[config.mk]
export PLATFORM = sky130hd
export DESIGN_NAME = bus_arbiter
export DESIGN_NICKNAME = d
export VERILOG_FILES = /design/src/rtl/fe_pkg.sv /design/src/rtl/bus_arbiter.sv
export SDC_FILE = /design/constraint.sdc
export NUM_CORES = 1
export LEC_CHECK = 0
export ABC_AREA = 1
export CORE_UTILIZATION = 39
export CTS_BUF_LIST = sky130_fd_sc_hd__clkbuf_4
export DETAILED_ROUTE_END_ITERATION = 10
export HOLD_SLACK_MARGIN = 0.12
export PLACE_DENSITY = 0.77
export SLEW_MARGIN = 5
export SYNTH_ARGS = -nofsm -noshare
export SYNTH_HDL_FRONTEND = slang
export SYNTH_SLANG_ARGS = --single-unit
[constraint.sdc]
create_clock -name clk -period 4.47 [get_ports clk]
set_clock_uncertainty 0.05 [all_clocks]
set_input_delay 0.447 -clock clk [delete_from_list [all_inputs] [get_ports clk]]
set_output_delay 0.447 -clock clk [all_outputs]
set_load 0.05 [all_outputs]
[src/rtl/fe_pkg.sv]
// Front-end shared types: bus arbiter states, master index, RV32I operand.
// Imported by the bus arbiter and its bench.
package fe_pkg;

  typedef logic [31:0] RV32I_OPERAND_t;

  typedef logic master_idx_t;

  localparam master_idx_t MASTER_CORE = 1'b0;
  localparam master_idx_t MASTER_DBG  = 1'b1;

  typedef enum logic [1:0] {
    IDLE,
    ISSUE,
    ACK
  } arb_state_t;

endpackage

[src/rtl/bus_arbiter.sv]
// Two-master round-robin arbiter onto a single memory-controller bus.
// One transaction in flight: IDLE -> ISSUE (1+WAIT_STATES) -> ACK.
module bus_arbiter
  import fe_pkg::*;
#(
  parameter int unsigned WAIT_STATES = 0
) (
  input  logic           clk,
  input  logic           rst,
  input  logic           m0_req,
  input  RV32I_OPERAND_t m0_addr,
  input  RV32I_OPERAND_t m0_wrdata,
  input  logic           m0_wren,
  output logic           m0_ack,
  input  logic           m1_req,
  input  RV32I_OPERAND_t m1_addr,
  input  RV32I_OPERAND_t m1_wrdata,
  input  logic           m1_wren,
  output logic           m1_ack,
  output RV32I_OPERAND_t rddata,
  output RV32I_OPERAND_t bus_addr,
  output RV32I_OPERAND_t bus_wrdata,
  output logic           bus_wren,
  input  RV32I_OPERAND_t bus_rddata,
  output logic           owner,
  output logic           busy
);

  localparam logic [3:0] WAIT_LD = 4'(WAIT_STATES);

  arb_state_t     state_q;
  arb_state_t     state_d;
  master_idx_t    owner_q;
  master_idx_t    last_q;
  master_idx_t    winner;
  RV32I_OPERAND_t addr_q;
  RV32I_OPERAND_t wrdata_q;
  RV32I_OPERAND_t rddata_q;
  logic           wren_q;
  logic [3:0]     wait_q;
  logic           any_req;
  logic           issue_done;
  logic           in_issue;

  assign any_req    = m0_req | m1_req;
  assign issue_done = (wait_q == 4'd0);
  assign in_issue   = (state_q == ISSUE);

  // Under contention the master that did not win last time goes first.
  always_comb begin
    winner = MASTER_CORE;
    if (m0_req && m1_req)
      winner = ~last_q;
    else if (m1_req)
      winner = MASTER_DBG;
  end

  always_comb begin
    state_d = state_q;
    unique case (state_q)
      IDLE:    if (any_req) state_d = ISSUE;
      ISSUE:   if (issue_done) state_d = ACK;
      ACK:     state_d = IDLE;
      default: state_d = IDLE;
    endcase
  end

  always_ff @(posedge clk or posedge rst) begin
    if (rst)
      state_q <= IDLE;
    else
      state_q <= state_d;
  end

  always_ff @(posedge clk or posedge rst) begin
    if (rst) begin
      owner_q  <= MASTER_CORE;
      last_q   <= MASTER_DBG;
      addr_q   <= '0;
      wrdata_q <= '0;
      wren_q   <= 1'b0;
      rddata_q <= '0;
      wait_q   <= 4'd0;
    end else begin
      unique case (state_q)
        IDLE: begin
          if (any_req) begin
            owner_q  <= winner;
            addr_q   <= winner ? m1_addr : m0_addr;
            wrdata_q <= winner ? m1_wrdata : m0_wrdata;
            wren_q   <= winner ? m1_wren : m0_wren;
            wait_q   <= WAIT_LD;
          end
        end
        ISSUE: begin
          if (issue_done) begin
            if (!wren_q)
              rddata_q <= bus_rddata;
          end else begin
            wait_q <= wait_q - 4'd1;
          end
        end
        ACK:     last_q <= owner_q;
        default: ;
      endcase
    end
  end

  // Bus is gated by state so an async reset clears it at once.
  assign bus_addr   = in_issue ? addr_q : '0;
  assign bus_wrdata = in_issue ? wrdata_q : '0;
  assign bus_wren   = in_issue & wren_q;

  assign m0_ack = (state_q == ACK) && (owner_q == MASTER_CORE);
  assign m1_ack = (state_q == ACK) && (owner_q == MASTER_DBG);
  assign rddata = rddata_q;
  assign owner  = owner_q;
  assign busy   = (state_q != IDLE);

endmodule

======== Word-level counts from Yosys, hierarchy flattened ========
Index checks and enable logic that the tools add are counted.
word-level totals
  bits in registers ....................... 105
  input bits .............................. 166
  output and inout bits ................... 101
  word-level logic and storage cells ...... 43
cells by class
  add/sub/neg operators ................... 1
  eq/ne operators ......................... 5
  multiplexer cells ....................... 13
  bitwise gates (word level) .............. 5
  reductions and logical operators ........ 11
operators by type and width
  operator                                             count
  2-to-1 mux 32 bit                                    4
  2-to-1 mux 4 bit                                     2
  case mux 4 bit (2 select lines)                      1
  inequality test 2 bit, second input constant         3
  AND reduction 3 bit                                  2
  logical NOT 4 bit                                    1
  2-to-1 mux 2 bit                                     2
  case mux 2 bit (2 select lines)                      1
  AND reduction 2 bit                                  2
  nonzero test 2 bit                                   2
  subtractor 4 x 1 -> 4 bit, second input constant     1
  logical AND 1 bit                                    3
  2-to-1 mux 1 bit                                     3
  NOT 1 bit                                            3
  equality test 2 x 1 -> 1 bit, second input constant  1
  equality test 2 bit, second input constant           1
  logical NOT 2 bit                                    1
  bitwise AND 1 bit                                    1
  bitwise OR 1 bit                                     1

======== Logic depth before layout (Yosys ltp) ========
  word-level depth ........................ 3
  mapped depth ............................ 8
  mapped depth without buffers ............ 7

======== Worst setup path after synthesis ========
Ideal clock, no wire load.
  path type ............................... register to output
  from .................................... reg state_q[1]
  to ...................................... out bus_addr[22]
  arrival time ............................ 1.623 ns
  data required time ...................... 3.973 ns
  setup slack ............................. 2.350 ns
  cell stages (with the launch flop) ...... 6
  buffers on the path ..................... 2
  cell sequence ........................... dfrtp_1 > nor2_4 > inv_2 > buf_4 > buf_2 > nor2_1
between the ends
  word-level cells in the longest chain between the ends .. 2
RTL lines
  what                          line                text
  from (decl)                   bus_arbiter.sv:31   arb_state_t state_q;
  from (signal assigned)        bus_arbiter.sv:72   state_q <= state_d;
  equality test 2 x 1 -> 1 bit  bus_arbiter.sv:47   assign in_issue = (state_q == ISSUE);
  2-to-1 mux 32 bit             bus_arbiter.sv:110  assign bus_addr = in_issue ? addr_q : '0;
  to (decl)                     bus_arbiter.sv:21   output RV32I_OPERAND_t bus_addr,
Every way passes these cells.

======== Worst setup path after layout ========
  from .................................... reg state_q[0]
  to ...................................... out bus_addr[9]
Same word-level chain as after synthesis.

==> flow_summary.yaml <==
worst_setup_path:
  crit_path_start: "state_q[0]"
  required_ps: 3970
  end_kind: "output port"
  critPathMaxFanout: 46
  r2r-end: "wrdata_q[17]"
  crit_end: "bus_addr[9]"
  rr_worst_depth: 6
  startpoint_type: "flop"
  criticalPathCategory: "reg -> out"
  worstPathArrival_ps: 2920
  rrSetupSlack_ps: 2100
  reg2reg_from: "last_q"
cts:
  worstSkewPairLatency_ps: 460
  cts_root_buf: "clkbuf_4"
  cts_resized: 0
  cts_sinks: 105
  post_cts_buffers: 0
  h-tree-depth: 3
  cts_buffers: 9
  cts_buffer_depth: 2
  cts_tree: "built"
  cts_hold_buf: 0
  clk_pin_slew_ps: 160
grt:
  antenna_found_initial: 0
  grt_use_total: 0.220
  grt_pass1_vias: 4890
  grt_pass1_wl_um: 24800
  grt_max_degree: 70
  overflow: 0
timing:
  maxSlewHeadroom: 0.315
  tns_ps: 0
  setup_viol: 0
  period_share: 0.764
  max_freq_ghz: 0.293
  finalHoldViolCount: 0
  tightest_slew_ps: 1030
  finalWorstSetupSlack_ps: 1060
  period_minus_slack_ps: 3410
  drv_slew: 0
  rsz0062_at_grt: "false"
min_path:
  min_path_type: "in -> async"
logic_synthesis:
  ys_seq_elements: 105
  syn_area_mm2: 0.00555
  synth_commonest_cells: "nand2_1 (139), nor2_1 (138), dfrtp_1 (104)"
  ys_types: 23
  synth_nets: 848
  yosys_most_used_dff: "dfrtp_1"
  ys_top_cells_by_area: "dfrtp_1 (47%), o21ai_2 (14%), nand2_1 (9.4%)"
  yosys_warnings: 0
  synth_cells: 681
  synth_area_per_cell_um2: 8.14
  synth_top_area_frac: 0.469
  yosysMostFrequentCell: "nand2_1"
  synth-edff-count: 0
  ys_seq_area_frac: 0.474
  async_reset_ff_frac: 1.00
  synth_top_area_cell: "dfrtp_1"
placement:
  portBuffers: 266
  dp_hpwl_um: 11200
  pre_cts_slack_ps: 1560
  gp_congestion: 0.823
floorplanning:
  core-area_mm2: 0.0139
  die_y_um: 121
  die_area_mm2: 0.0147
  start_util: 0.400
  num_rows: 43
  io_pins: 267
  fp.dieW_um: 121
cells_and_area:
  final_core_util: 0.602
  fill_cells: 1257
  area_growth_pct: 50.7
  nNetsFinal: 1091
  regArea_mm2: 0.00263
  diodes: 0
  layout-drive-gt1-share: 0.139
  multi_input_area_mm2: 0.00233
detailed_routing:
  drtPass1Iterations: 5
  antenna_left: 0
  routed_wirelength_um: 15900
  drc_errors: 0
  viasPerCell: 4.64
  drt_iter0_markers: 248
  via_count: 5150
  wl_per_cell_um: 14.3
power:
  irDropWorstVdd_mv: 0.441
  p_per_area_mw_per_mm2: 765
  power.leakage_uw: 0.00377
run_status:
  outcome: "finished, final reports clean"
job:
  cap_violations: 0
-- worst max-delay path: stages (launching register included) --
cell and delay, ps:
dfrtp_1 440, inv_2 90, nor2_4 40, inv_2 660
buf_4 410, nor2_1 80, clkdlybuf4s50_1 700
-- per-layer routing --
metal | up-vias | global-route usage | routed length, um
li1 | 2601 | - | -
met1 | 2333 | 0.279 | 6920
met2 | 199 | 0.357 | 7280
met3 | 17 | 0.0630 | 1400
met4 | 0 | 0.0748 | 258
met5 | - | 0 | 0
-- worst min-delay path by stage --
stage               startpoint         end  slack, ps  cells past startpoint
finish                     rst  rddata[19]        290                      2
global route               rst  rddata[17]        280                      2
CTS                        rst  rddata[19]        250                      2
detailed placement   rddata[3]   rddata[3]        410                      2
global placement     rddata[3]   rddata[3]        400                      2
floorplan           addr_q[16]  addr_q[16]        400                      2
-- power breakdown --
part / internal [uW] / total, uW / switching (uW)
clock network: 179 / 502 / 323
logic: 1380 / 4230 / 2850
registers: 1420 / 1660 / 243
total: 2980 / 6400 / 3420
-- final cells by class --
| cell class | count | share of cell area |
|---|---|---|
| Clock buffer | 10 | 0.00898 |
| Clock inverter | 6 | 0.00823 |
| Inverter | 76 | 0.0346 |
| Multi-Input combinational cell | 456 | 0.279 |
| Sequential cell | 105 | 0.315 |
| Tap cell | 180 | 0.0269 |
| Timing Repair Buffer | 276 | 0.328 |
-- through the flow --
stage | power [uW] | area, um^2 | instances | hold slack [ps]
final | 6400 | 8360 | 1109 | 287
after global routing | 6830 | 8360 | 1109 | 278
after CTS | 6460 | 8360 | 1109 | 249
after detailed placement | 5950 | 8210 | 1093 | 408
after global placement | 5900 | 8210 | 1093 | 403
after floorplan | 4700 | 5550 | 681 | 403
-- placed cells by master, fill, tap and decap left out --
cell type,netlist,layout
nor2_4,2,2
o21ai_2,90,90
inv_1,71,70
nor2_1,138,138
o21ai_1,10,10
inv_2,4,3
ha_1,1,1
dfrtp_1,104,104
nand2_1,139,139
clkinv_4,0,3
nand2_2,2,2
nand3_1,34,34
buf_4,10,10
clkinvlp_4,0,1
clkbuf_4,0,10
o21ai_0,35,35
clkdlybuf4s50_1,0,266
clkinv_2,0,2
nor2_8,1,1
bufinv_16,0,1
xor2_1,1,1
nand2_4,1,1
nand4_1,1,1
dfstp_2,1,1
inv_4,0,1
o21ai_4,1,1
clkinv_1,1,1
-- logic make-up after synthesis --
logic type / after synthesis / synth area share
AOI/OAI and AO/OA: 136 / 0.186
adders and majority gates: 1 / 0.00226
DFF: 105 / 0.474
xor gates and xnor gates: 1 / 0.00158
and+or+nand+nor: 318 / 0.231
buffers and inverters: 120 / 0.105
-- sequential cells by signal, summed over array words and instances, names as in the netlist --
name and count:
wrdata_q 32, owner 1, addr_q 32, rddata 32, last_q 1, state_q 2, wait_q 4, wren_q 1
Power figures use the tool's default switching activity.
